===== src/rtl/cpu_pkg.sv =====
// Shared definitions for the data-memory port arbiter.
// Contents: the controller state encodings (IDLE, ACCESS, CAPTURE) and the
// owner codes that identify which requester holds the RAM port.
package cpu_pkg;

    // Controller states
    localparam logic [1:0] IDLE    = 2'd0;
    localparam logic [1:0] ACCESS  = 2'd1;
    localparam logic [1:0] CAPTURE = 2'd2;

    // Requester identities
    localparam logic OWN_CPU = 1'b0;
    localparam logic OWN_IO  = 1'b1;

endpackage


===== src/rtl/arb_select.sv =====
// Combinational winner selection between the CPU and IO requesters.
// Optional feature macro: ROUND_ROBIN_EN (fairness based on last-served pointer).
// Ports:
//   cpu_req  in   CPU request
//   io_req   in   IO request
//   last     in   last-served requester (only with ROUND_ROBIN_EN)
//   winner   out  selected requester (OWN_CPU / OWN_IO)
//   valid    out  at least one request present
module arb_select
    import cpu_pkg::*;
(
    input  logic cpu_req,
    input  logic io_req,
`ifdef ROUND_ROBIN_EN
    input  logic last,
`endif
    output logic winner,
    output logic valid
);

    always_comb begin
        valid  = cpu_req | io_req;
        winner = OWN_CPU;
`ifdef ROUND_ROBIN_EN
        // On a tie, serve whoever was not served last.
        if (cpu_req && io_req) begin
            winner = (last == OWN_CPU) ? OWN_IO : OWN_CPU;
        end else if (io_req) begin
            winner = OWN_IO;
        end
`else
        // Fixed priority: IO only wins when the CPU is not asking.
        if (!cpu_req && io_req) begin
            winner = OWN_IO;
        end
`endif
    end

endmodule


===== src/rtl/mem_port_arbiter.sv =====
// Shares the single data-memory RAM port between the CPU load/store path and
// the IO unit. Each access takes IDLE -> ACCESS -> CAPTURE and completes with
// a one-cycle done pulse to the owner, whose rdata register then holds the
// RAM read data.
// Optional feature macro: ROUND_ROBIN_EN (alternate on simultaneous requests;
// default build gives the CPU fixed priority).
// Ports:
//   clk, reset (async, active-high)
//   cpu_req/cpu_we/cpu_addr/cpu_wdata  in   CPU access request
//   cpu_done/cpu_rdata                 out  CPU completion pulse / load data
//   cpu_stall                          out  combinational PC freeze
//   io_req/io_we/io_addr/io_wdata      in   IO access request
//   io_done/io_rdata                   out  IO completion pulse / load data
//   mem_addr/mem_wdata/mem_we          out  registered RAM controls
//   mem_rdata                          in   RAM read data (one clk after addr)
module mem_port_arbiter
    import cpu_pkg::*;
#(
    parameter int unsigned ADDR_W = 32,
    parameter int unsigned DATA_W = 32
) (
    input  logic              clk,
    input  logic              reset,
    input  logic              cpu_req,
    input  logic              cpu_we,
    input  logic [ADDR_W-1:0] cpu_addr,
    input  logic [DATA_W-1:0] cpu_wdata,
    output logic              cpu_done,
    output logic [DATA_W-1:0] cpu_rdata,
    output logic              cpu_stall,
    input  logic              io_req,
    input  logic              io_we,
    input  logic [ADDR_W-1:0] io_addr,
    input  logic [DATA_W-1:0] io_wdata,
    output logic              io_done,
    output logic [DATA_W-1:0] io_rdata,
    output logic [ADDR_W-1:0] mem_addr,
    output logic [DATA_W-1:0] mem_wdata,
    output logic              mem_we,
    input  logic [DATA_W-1:0] mem_rdata
);

    logic [1:0]        state_q,     state_d;
    logic              owner_q,     owner_d;
    logic [ADDR_W-1:0] mem_addr_q,  mem_addr_d;
    logic [DATA_W-1:0] mem_wdata_q, mem_wdata_d;
    logic              mem_we_q,    mem_we_d;
    logic              cpu_done_q,  cpu_done_d;
    logic              io_done_q,   io_done_d;
    logic [DATA_W-1:0] cpu_rdata_q, cpu_rdata_d;
    logic [DATA_W-1:0] io_rdata_q,  io_rdata_d;
`ifdef ROUND_ROBIN_EN
    logic              last_q,      last_d;
`endif

    logic sel_winner;
    logic sel_valid;

    arb_select u_arb_select (
        .cpu_req (cpu_req),
        .io_req  (io_req),
`ifdef ROUND_ROBIN_EN
        .last    (last_q),
`endif
        .winner  (sel_winner),
        .valid   (sel_valid)
    );

    // Next-state and registered-output logic
    always_comb begin
        state_d     = state_q;
        owner_d     = owner_q;
        mem_addr_d  = mem_addr_q;
        mem_wdata_d = mem_wdata_q;
        mem_we_d    = 1'b0;
        cpu_done_d  = 1'b0;
        io_done_d   = 1'b0;
        cpu_rdata_d = cpu_rdata_q;
        io_rdata_d  = io_rdata_q;
`ifdef ROUND_ROBIN_EN
        last_d      = last_q;
`endif
        case (state_q)
            IDLE: begin
                // A req high in the done cycle is treated as a new request.
                if (sel_valid) begin
                    owner_d = sel_winner;
                    state_d = ACCESS;
`ifdef ROUND_ROBIN_EN
                    last_d  = sel_winner;
`endif
                    if (sel_winner == OWN_IO) begin
                        mem_addr_d  = io_addr;
                        mem_wdata_d = io_wdata;
                        mem_we_d    = io_we;
                    end else begin
                        mem_addr_d  = cpu_addr;
                        mem_wdata_d = cpu_wdata;
                        mem_we_d    = cpu_we;
                    end
                end
            end
            ACCESS: begin
                state_d = CAPTURE;
            end
            CAPTURE: begin
                // Stores capture the read data too; only the owner is touched.
                if (owner_q == OWN_IO) begin
                    io_rdata_d = mem_rdata;
                    io_done_d  = 1'b1;
                end else begin
                    cpu_rdata_d = mem_rdata;
                    cpu_done_d  = 1'b1;
                end
                state_d = IDLE;
            end
            default: begin
                state_d = IDLE;
            end
        endcase
    end

    // State and output registers
    always_ff @(posedge clk or posedge reset) begin
        if (reset) begin
            state_q     <= IDLE;
            owner_q     <= OWN_CPU;
            mem_addr_q  <= '0;
            mem_wdata_q <= '0;
            mem_we_q    <= 1'b0;
            cpu_done_q  <= 1'b0;
            io_done_q   <= 1'b0;
            cpu_rdata_q <= '0;
            io_rdata_q  <= '0;
`ifdef ROUND_ROBIN_EN
            last_q      <= OWN_CPU;
`endif
        end else begin
            state_q     <= state_d;
            owner_q     <= owner_d;
            mem_addr_q  <= mem_addr_d;
            mem_wdata_q <= mem_wdata_d;
            mem_we_q    <= mem_we_d;
            cpu_done_q  <= cpu_done_d;
            io_done_q   <= io_done_d;
            cpu_rdata_q <= cpu_rdata_d;
            io_rdata_q  <= io_rdata_d;
`ifdef ROUND_ROBIN_EN
            last_q      <= last_d;
`endif
        end
    end

    assign mem_addr  = mem_addr_q;
    assign mem_wdata = mem_wdata_q;
    assign mem_we    = mem_we_q;
    assign cpu_done  = cpu_done_q;
    assign io_done   = io_done_q;
    assign cpu_rdata = cpu_rdata_q;
    assign io_rdata  = io_rdata_q;
    assign cpu_stall = cpu_req & ~cpu_done_q;

endmodule


===== config.mk =====
export PLATFORM = sky130hd
export DESIGN_NAME = mem_port_arbiter
export DESIGN_NICKNAME = d
export VERILOG_FILES = /design/src/rtl/cpu_pkg.sv /design/src/rtl/arb_select.sv /design/src/rtl/mem_port_arbiter.sv
export SDC_FILE = /design/constraint.sdc
export NUM_CORES = 1
export LEC_CHECK = 0
export CAP_MARGIN = 20
export CORE_AREA = 2 2 115 117
export DETAILED_ROUTE_END_ITERATION = 12
export DIE_AREA = 0 0 117 119
export DONT_BUFFER_PORTS = 1
export MAX_ROUTING_LAYER = met4
export PLACE_DENSITY_LB_ADDON = 0.05
export SLEW_MARGIN = 40
export SYNTH_ARGS = -nofsm -noshare
export SYNTH_HDL_FRONTEND = slang
export SYNTH_SLANG_ARGS = --single-unit

===== constraint.sdc =====
create_clock -name clk -period 5.2 [get_ports clk]
set_clock_uncertainty 0.2 [all_clocks]
set_input_delay 0.78 -clock clk [delete_from_list [all_inputs] [get_ports clk]]
set_output_delay 0.78 -clock clk [all_outputs]
set_load 0.1 [all_outputs]

-- Word-level counts from Yosys, hierarchy flattened
Cells that the tools add are included.
- bits in registers: 134
- output and inout port bits: 132
- word-level logic and storage cells: 34
- equality and inequality tests: 3
- multiplexer cells: 12
- bitwise operators: 4
- reduce and logical (&&, ||, !) cells: 6
- operators with widths (kind ; count):
    2-to-1 mux 32 bit ; 2
    2-to-1 mux 1 bit ; 8
    AND reduction 2 bit ; 3
    one-hot mux 2 bit (2 select lines) ; 1
    == test 2 x 1 -> 1 bit, second input constant ; 1
    == test 2 bit, second input constant ; 1
    logical NOT 2 bit ; 1
    2-to-1 mux 2 bit ; 1
    inequality test 2 bit, second input constant ; 1
    NOT 1 bit ; 2
    AND 1 bit ; 1
    logical AND 1 bit ; 1
    logical NOT 1 bit ; 1
    bitwise OR 1 bit ; 1

-- Longest topological paths before layout
Gate-level depths: netlist of the first run.
- depth after elaboration: 6
- gate-level depth with buffers: 5
- depth with buffers taken out: 3

-- Cells and area by module
From an unflattened synthesis of the first run, not the netlist that was laid out.
- cells, all modules: 358
- area total of the unflattened synthesis: 5786.8 um^2
- modules (own cells, without submodules) (module ; instances ; cells each ; area each (um^2)):
    mem_port_arbiter ; 1 ; 356 ; 5774.3
    arb_select ; 1 ; 2 ; 12.5

-- Least setup slack after synthesis of the first run
No wires, ideal clock.
- kind: register to output
- from: register cpu_done_q (netlist: cpu_done)
- to: output port cpu_stall
- data arrival time: 2.211 ns
- setup slack: 2.009 ns
- cell stages (with the launch flop): 2
- path buffers: 0
- cell sequence: dfrtp_1 > nor2b_1
- cells in the longest elaborated chain, start to end: 2
- ends and longest elaborated chain (item ; line ; RTL):
    from (decl) ; mem_port_arbiter.sv:48 ; logic cpu_done_q, cpu_done_d;
    from (signal assigned) ; mem_port_arbiter.sv:144 ; cpu_done_q <= cpu_done_d;
    NOT 1 bit ; mem_port_arbiter.sv:161 ; assign cpu_stall = cpu_req & ~cpu_done_q;
    AND 1 bit ; mem_port_arbiter.sv:161 ;
    to (decl) ; mem_port_arbiter.sv:30 ; output logic cpu_stall,
No other way between the ends.

-- Worst setup path after layout of the first run
Same ends and word-level chain as after synthesis.

==> results.yml, run 1 <==
status:
  status: "completed"
clock_tree:
  cts.clk_slew.worst_paths_ns: 0.05
  cts_tree: "done"
  post_cts_resized: 0
  ctsLongestPathBuffers: 2
  clock_tree.root_cell: "clkbuf_16"
  cts_num_sinks: 134
  post_cts_hold_buffer_count: 0
  postCtsSetupBuffers: 0
  worstSkewPairLatency_ns: 0.41
  htreeDepth: 4
  tritoncts.num_buffers: 17
routing:
  route.final.wire_length_mm: 12.2
  number_of_routed_nets_with_antenna_violations: 0
  detail_route.wl_per_cell_um: 21.9
  detail_route.drc_violations: 0
  route.vias.total: 2989
  drt_pass1_iterations: 4
  drt-initial-drc-count: 113
  routed_via_density: 5.38
critical_path:
  timing.rr.end: "mem_wdata[5]"
  cp_cell_sequence: "nor2b_4"
  timing.critical_path.slowest_stage_cell: "dfrtp_2"
  worst-endpoint-required_ns: 4.22
  largest_delay_share_family_worst_path: "flip-flops"
  critical_path_arrival_ns: 1.62
  rr_worst_depth: 4
  cp.buffers_inverters: 0
  kind_of_start_point_of_the_critical_path: "flop"
  worst-path-max-fanout: 2
  crit-reg2reg-launch: "state_q[0]"
  timing_worst_setup_path_type: "flop to output pin"
  reg_to_reg_slack_setup_ns: 2.69
  cp.depth: 1
  slowest_delay_ns: 0.61
  cp-end-kind: "output pin"
synth:
  number_of_instances_in_the_synthesized_netlist: 361
  synth_nets: 527
  synth_sequential_area_ratio_pct: 54.9
  synthesis.area_per_instance_um2: 16.9
  ys_ff_latch: 134
  synth.cell_area_um2: 6110
  synth-warning-count: 0
  post_synth_num_cell_types: 17
layout:
  fillers: 1046
  synthToLayoutAreaGrowth_pct: 14.5
  drive_gt1_share_pct: 93.7
  n_antenna_cell: 0
  finish.utilization_pct: 54.4
  final_cells: 556
  nNetsFinal: 533
placed_design:
  detailed_place_hpwl_mm: 8.87
  number_of_i_o_port_buffers: 0
  gp_congestion: 0.736
  post-place-cells: 524
grt:
  grt_max_degree: 47
  grt_pass1_vias: 3150
  grt_first_pass_wirelength_mm: 17.6
  number_of_antenna_violations_at_the_first_check_in_global_routing: 0
  grt.total_usage_pct: 17.7
  global_route.overflow_total: 0
floorplan:
  number_of_top_level_pins: 298
  die_y_um: 119
  floorplan.initialDensity_pct: 47.5
  coreArea_um2: 12900
  rows: 42
  design.die.area_um2: 13900
  chipWidth_um: 117
sta:
  hold_ws_ns: 0.0947
  setup_viol: 0
  grt_setup_unrepaired: "false"
  setup_tns_ns: 0
  timing.fmax_mhz: 384
  maxSlewViolCount: 0
  tightestPinTransition_ns: 0.900
  post-route-min-period_ns: 2.60
  period_share_pct: 50.1
  timing.slew.headroom_pct: 40.0
  hold_viol_final: 0
min_path:
  min_path_type: "input pin to async pin"
flow_run:
  max-cap-violations: 0
[cell families after synthesis]
logic type      after synthesis  share of synthesized area [%]
mux                         192                           40.8
flops                       134                           54.9
buf+inv                      23                           2.93
simple gates                  8                          0.983
compound gates                4                          0.369
[sequential cells by signal, indices dropped and copies added (netlist names)]
signal / flops
state_q: 2
io_rdata: 32
io_done: 1
mem_wdata: 32
cpu_done: 1
cpu_rdata: 32
mem_addr: 32
owner_q: 1
mem_we: 1
[how the worst max path moves through the flow]
stage | from | endpoint | slack, ns
final | cpu_done | cpu_stall | 2.60
after global routing | state_q[0] | mem_wdata[5] | 2.53
after CTS | cpu_done | cpu_stall | 2.56
after detailed placement | cpu_req | mem_wdata[7] | 2.57
after global placement | cpu_done | cpu_stall | 2.46
after floorplan | reset | cpu_done | 0.64
[Yosys cell counts]
master	count	share of area, %
a21oi_1	2	0.16
buf_6	10	1.8
nand3b_1	1	0.12
o21a_1	1	0.12
inv_1	3	0.18
nand2b_4	1	0.23
mux2_2	103	19
buf_2	8	0.66
nor2_1	1	0.061
mux2_4	89	22
buf_4	2	0.25
nand2_1	1	0.061
and2_1	1	0.10
o21ai_0	1	0.082
nor2b_1	2	0.20
nor3b_2	1	0.20
dfrtp_1	134	55
[cell usage in the layout (no fill, tap or decap), types with 3 or more instances in the layout]
cell type	count
dfrtp_2	125
mux2_2	103
buf_4	5
mux2_4	89
bufinv_16	3
clkbuf_1	4
dfrtp_1	9
clkinv_2	4
clkbuf_16	17
[cell type report]
type / instances / area, um2 / area share, %
sequential: 134 / 3510 / 50.2
multi-input combinational: 204 / 2600 / 37.2
clock buffer: 23 / 468 / 6.69
tap: 176 / 220 / 3.15
clock inverter: 9 / 125 / 1.79
timing repair buffer: 7 / 61.3 / 0.876
inverter: 3 / 13.8 / 0.197
[stage by stage]
stage | worst slack [ns] | instance area [um2]
after floorplan | 0.637 | 6110
after global placement | 2.46 | 6220
after detailed placement | 2.57 | 6360
after CTS | 2.56 | 6950
after global routing | 2.53 | 7000
final | 2.60 | 7000
[metal layers]
layer	vias to the layer above	global-route usage (%)	share of wire, %
met5	-	-	0
met4	0	6.76	2.1
met3	19	7.99	12
met2	182	28.8	50
met1	1488	18.9	36
li1	1300	-	-
Power of run 1 is not shown: default switching activity piles up to over one toggle a cycle in this logic, so the estimate is an artifact.
==> inputs of run 2 (changes only) <==
--- a/config.mk
+++ b/config.mk
@@ -6,9 +6,9 @@
 export NUM_CORES = 1
 export LEC_CHECK = 0
 export CAP_MARGIN = 20
-export CORE_AREA = 2 2 115 117
+export CORE_AREA = 2 2 117 119
 export DETAILED_ROUTE_END_ITERATION = 12
-export DIE_AREA = 0 0 117 119
+export DIE_AREA = 0 0 119 121
 export DONT_BUFFER_PORTS = 1
 export MAX_ROUTING_LAYER = met4
 export PLACE_DENSITY_LB_ADDON = 0.05
==> constraint.sdc (replaced) <==
create_clock -name clk -period 2.1 [get_ports clk]
set_clock_uncertainty 0.2 [all_clocks]
set_input_delay 0.315 -clock clk [delete_from_list [all_inputs] [get_ports clk]]
set_output_delay 0.315 -clock clk [all_outputs]
set_load 0.1 [all_outputs]
==> results.yml, run 2 <==
clock_tree:
  postCtsSetupBuffers: 0
  post_cts_resized: 0
  htreeDepth: 4
  cts_num_sinks: 134
  post_cts_hold_buffer_count: 114
  clock_tree.root_cell: "clkbuf_16"
  tritoncts.num_buffers: 17
  ctsLongestPathBuffers: 2
floorplan:
  rows: 42
  chipWidth_um: 119
  floorplan.initialDensity_pct: 46.7
  number_of_top_level_pins: 298
  die_y_um: 121
synth:
  count_of_flip_flops_with_a_built_in_enable_after_synthesis: 0
  synthArstFlopShare_pct: 100
  synth-warning-count: 0
  ys_ff_latch: 134
  synth_sequential_area_ratio_pct: 54.9
  post_synth_num_cell_types: 17
  synth_top_flop_cell: "dfrtp_1"
  synthMostInstantiatedCell: "dfrtp_1"
  synth_common_cells: "dfrtp_1, mux2_2, mux2_4"
  synth_nets: 527
  synth.top_cell.area_share_pct: 54.9
  ys_top_cells_by_area: "dfrtp_1, mux2_4, mux2_2, buf_6, buf_2"
  number_of_instances_in_the_synthesized_netlist: 361
  synth.cell_area_um2: 6110
  yosys.area.top_type: "dfrtp_1"
  synthesis.area_per_instance_um2: 16.9
status:
  stop_stage: "clock tree synthesis (4_1_cts)"
  run.stop_error: "[ERROR RSZ-0060] Max buffer count reached."
  status: "aborted with a tool error"
placed_design:
  detailed_place_hpwl_mm: 9.66
  gp_congestion: 0.718
  number_of_i_o_port_buffers: 0
run 2: kinds of logic after synthesis:
family | after synthesis | share of synthesized area, %
mux | 192 | 40.8
flops | 134 | 54.9
buf+inv | 23 | 2.93
simple gates | 8 | 0.983
compound gates | 4 | 0.369
run 2: per-stage QoR:
stage	std cells	cell area (um2)	setup slack (ns)	hold WS, ns	utilization, %
after floorplan	361	6120	-0.0802	0.201	-
after global placement	531	6390	0.277	-0.0461	48.9
after detailed placement	535	6570	0.259	-0.0498	50.2
==> inputs of run 3 (changes only) <==
--- a/config.mk
+++ b/config.mk
@@ -6,12 +6,10 @@
 export NUM_CORES = 1
 export LEC_CHECK = 0
 export CAP_MARGIN = 20
-export CORE_AREA = 2 2 117 119
+export CORE_UTILIZATION = 40
 export DETAILED_ROUTE_END_ITERATION = 12
-export DIE_AREA = 0 0 119 121
 export DONT_BUFFER_PORTS = 1
-export MAX_ROUTING_LAYER = met4
-export PLACE_DENSITY_LB_ADDON = 0.05
+export PLACE_DENSITY_LB_ADDON = 0.15
 export SLEW_MARGIN = 40
 export SYNTH_ARGS = -nofsm -noshare
 export SYNTH_HDL_FRONTEND = slang
==> constraint.sdc (replaced) <==
create_clock -name clk -period 2.75 [get_ports clk]
set_clock_uncertainty 0.2 [all_clocks]
set_input_delay 0.4125 -clock clk [delete_from_list [all_inputs] [get_ports clk]]
set_output_delay 0.4125 -clock clk [all_outputs]
set_load 0.1 [all_outputs]
==> results.yml, run 3 (synthesis gave the netlist of run 1 again) <==
clock_tree:
  htreeDepth: 4
  cts.clk_slew.worst_paths_ns: 0.06
  postCtsSetupBuffers: 0
  cts_tree: "done"
  cts_num_sinks: 134
  ctsLongestPathBuffers: 2
  tritoncts.num_buffers: 17
  worstSkewPairLatency_ns: 0.41
  clock_tree.root_cell: "clkbuf_16"
min_path:
  timing.hold.worst_path_depth: 2
  worst_hold_path.endpoint: "mem_addr[15]"
  min_path_type: "input pin to flop"
  holdCritStartpoint: "cpu_addr[15]"
layout:
  mostFrequentLayoutCells: "dfrtp_2, mux2_2, mux2_4, dlygate4sd3_1, dfrtp_1"
  synthToLayoutAreaGrowth_pct: 22.0
  drive_gt1_share_pct: 83.7
  nNetsFinal: 577
  fillers: 1201
  n_antenna_cell: 0
  layout_commonest_cell: "dfrtp_2"
floorplan:
  floorplan.initialDensity_pct: 41.6
  die_y_um: 126
  rows: 44
  number_of_top_level_pins: 298
  coreArea_um2: 14700
  chipWidth_um: 126
  design.die.area_um2: 15800
grt:
  number_of_antenna_violations_at_the_first_check_in_global_routing: 0
  grt_first_pass_wirelength_mm: 19.3
  grt.total_usage_pct: 16.2
  grt_pass1_vias: 3481
  global_route.overflow_total: 0
  grt_max_degree: 132
critical_path:
  rr_worst_depth: 4
  crit-reg2reg-launch: "state_q[0]"
  timing_worst_setup_path_type: "flop to flop"
  worst-endpoint-required_ns: 2.85
  critical_path_arrival_ns: 2.21
  timing.rr.end: "mem_addr[31]"
  reg_to_reg_slack_setup_ns: 0.64
  worst-path-max-fanout: 25
  kind_of_start_point_of_the_critical_path: "flop"
  cp-end-kind: "flop"
routing:
  route.met2.wl_mm: 6.61
  detailroute.wirelength.met3_um: 973
  topRoutingLayerUsed: "met4"
  drt-initial-drc-count: 139
  route.vias.total: 3155
  routed_via_density: 5.19
  detail_route.wl_per_cell_um: 20.4
  detail_route.drc_violations: 16
  routedLengthMet1_mm: 4.67
  route.final.wire_length_mm: 12.4
  drt_pass1_iterations: 10
  number_of_routed_nets_with_antenna_violations: 0
placed_design:
  detailed_place_hpwl_mm: 8.46
  post_placement_worst_setup_slack_ns: 0.652
  gp_congestion: 0.688
  number_of_i_o_port_buffers: 0
sta:
  timing.slew.headroom_pct: 39.9
  period_share_pct: 76.8
  setup_tns_ns: 0
  hold_viol_final: 0
  tightestPinTransition_ns: 0.902
  post-route-min-period_ns: 2.11
  setup_viol: 0
  timing.fmax_mhz: 473
  maxSlewViolCount: 0
  worst_slack_ns: 0.637
  grt_setup_unrepaired: "false"
status:
  violations: "design-rule violations"
  status: "finished with violations"
flow_run:
  max-cap-violations: 0
## run 3: routing by layer
layer | vias to the layer above | track usage [%]
met5 | - | 0
met4 | 0 | 7.03
met3 | 14 | 6.68
met2 | 159 | 27.5
met1 | 1594 | 17.8
li1 | 1388 | -
## run 3: area by class of cell
| cell class | instances | area (um2) | share of cell area [%] |
|---|---|---|---|
| timing repair buffer | 51 | 532 | 7.13 |
| tap | 184 | 230 | 3.09 |
| inverter | 3 | 15.0 | 0.201 |
| clock inverter | 13 | 146 | 1.96 |
| multi-input combinational | 204 | 2590 | 34.8 |
| clock buffer | 19 | 443 | 5.94 |
| sequential | 134 | 3500 | 46.9 |
## run 3: worst max-delay path by stage
| stage | from | end | slack (ns) | depth (start not counted) |
|---|---|---|---|---|
| final | state_q[0] | mem_addr[31] | 0.64 | 4 |
| after global routing | state_q[0] | mem_addr[31] | 0.49 | 4 |
| after CTS | state_q[0] | mem_addr[31] | 0.65 | 4 |
| after detailed placement | state_q[0] | mem_addr[31] | 0.65 | 4 |
| after global placement | state_q[0] | mem_addr[30] | 0.72 | 4 |
| after floorplan | cpu_done | cpu_stall | 0.45 | 1 |
## run 3: timing repair
action                                 CTS  global route
endpoints found under the hold margin  198             0
hold buffers                            35             0
gates resized for setup                  0             0
## run 3: worst max-delay path, cell delays in order (launching register included)
cell and delay [ns]:
dfrtp_1 0.42, nor2_1 0.27, o21a_4 0.45, buf_4 0.29, mux2_2 0.35
## run 3: through the flow
| stage | hold slack (ns) | cells | cell area [um2] | utilization (%) |
|---|---|---|---|---|
| floorplan | 0.237 | 361 | 6120 | - |
| global placement | -0.0135 | 536 | 6310 | 43.0 |
| detailed placement | -0.0124 | 536 | 6420 | 43.7 |
| CTS | 0.0415 | 603 | 7360 | 50.1 |
| global route | 0.0445 | 608 | 7460 | 50.7 |
| finish | 0.0658 | 608 | 7460 | 50.7 |
Power of run 3 is left out for the same reason.
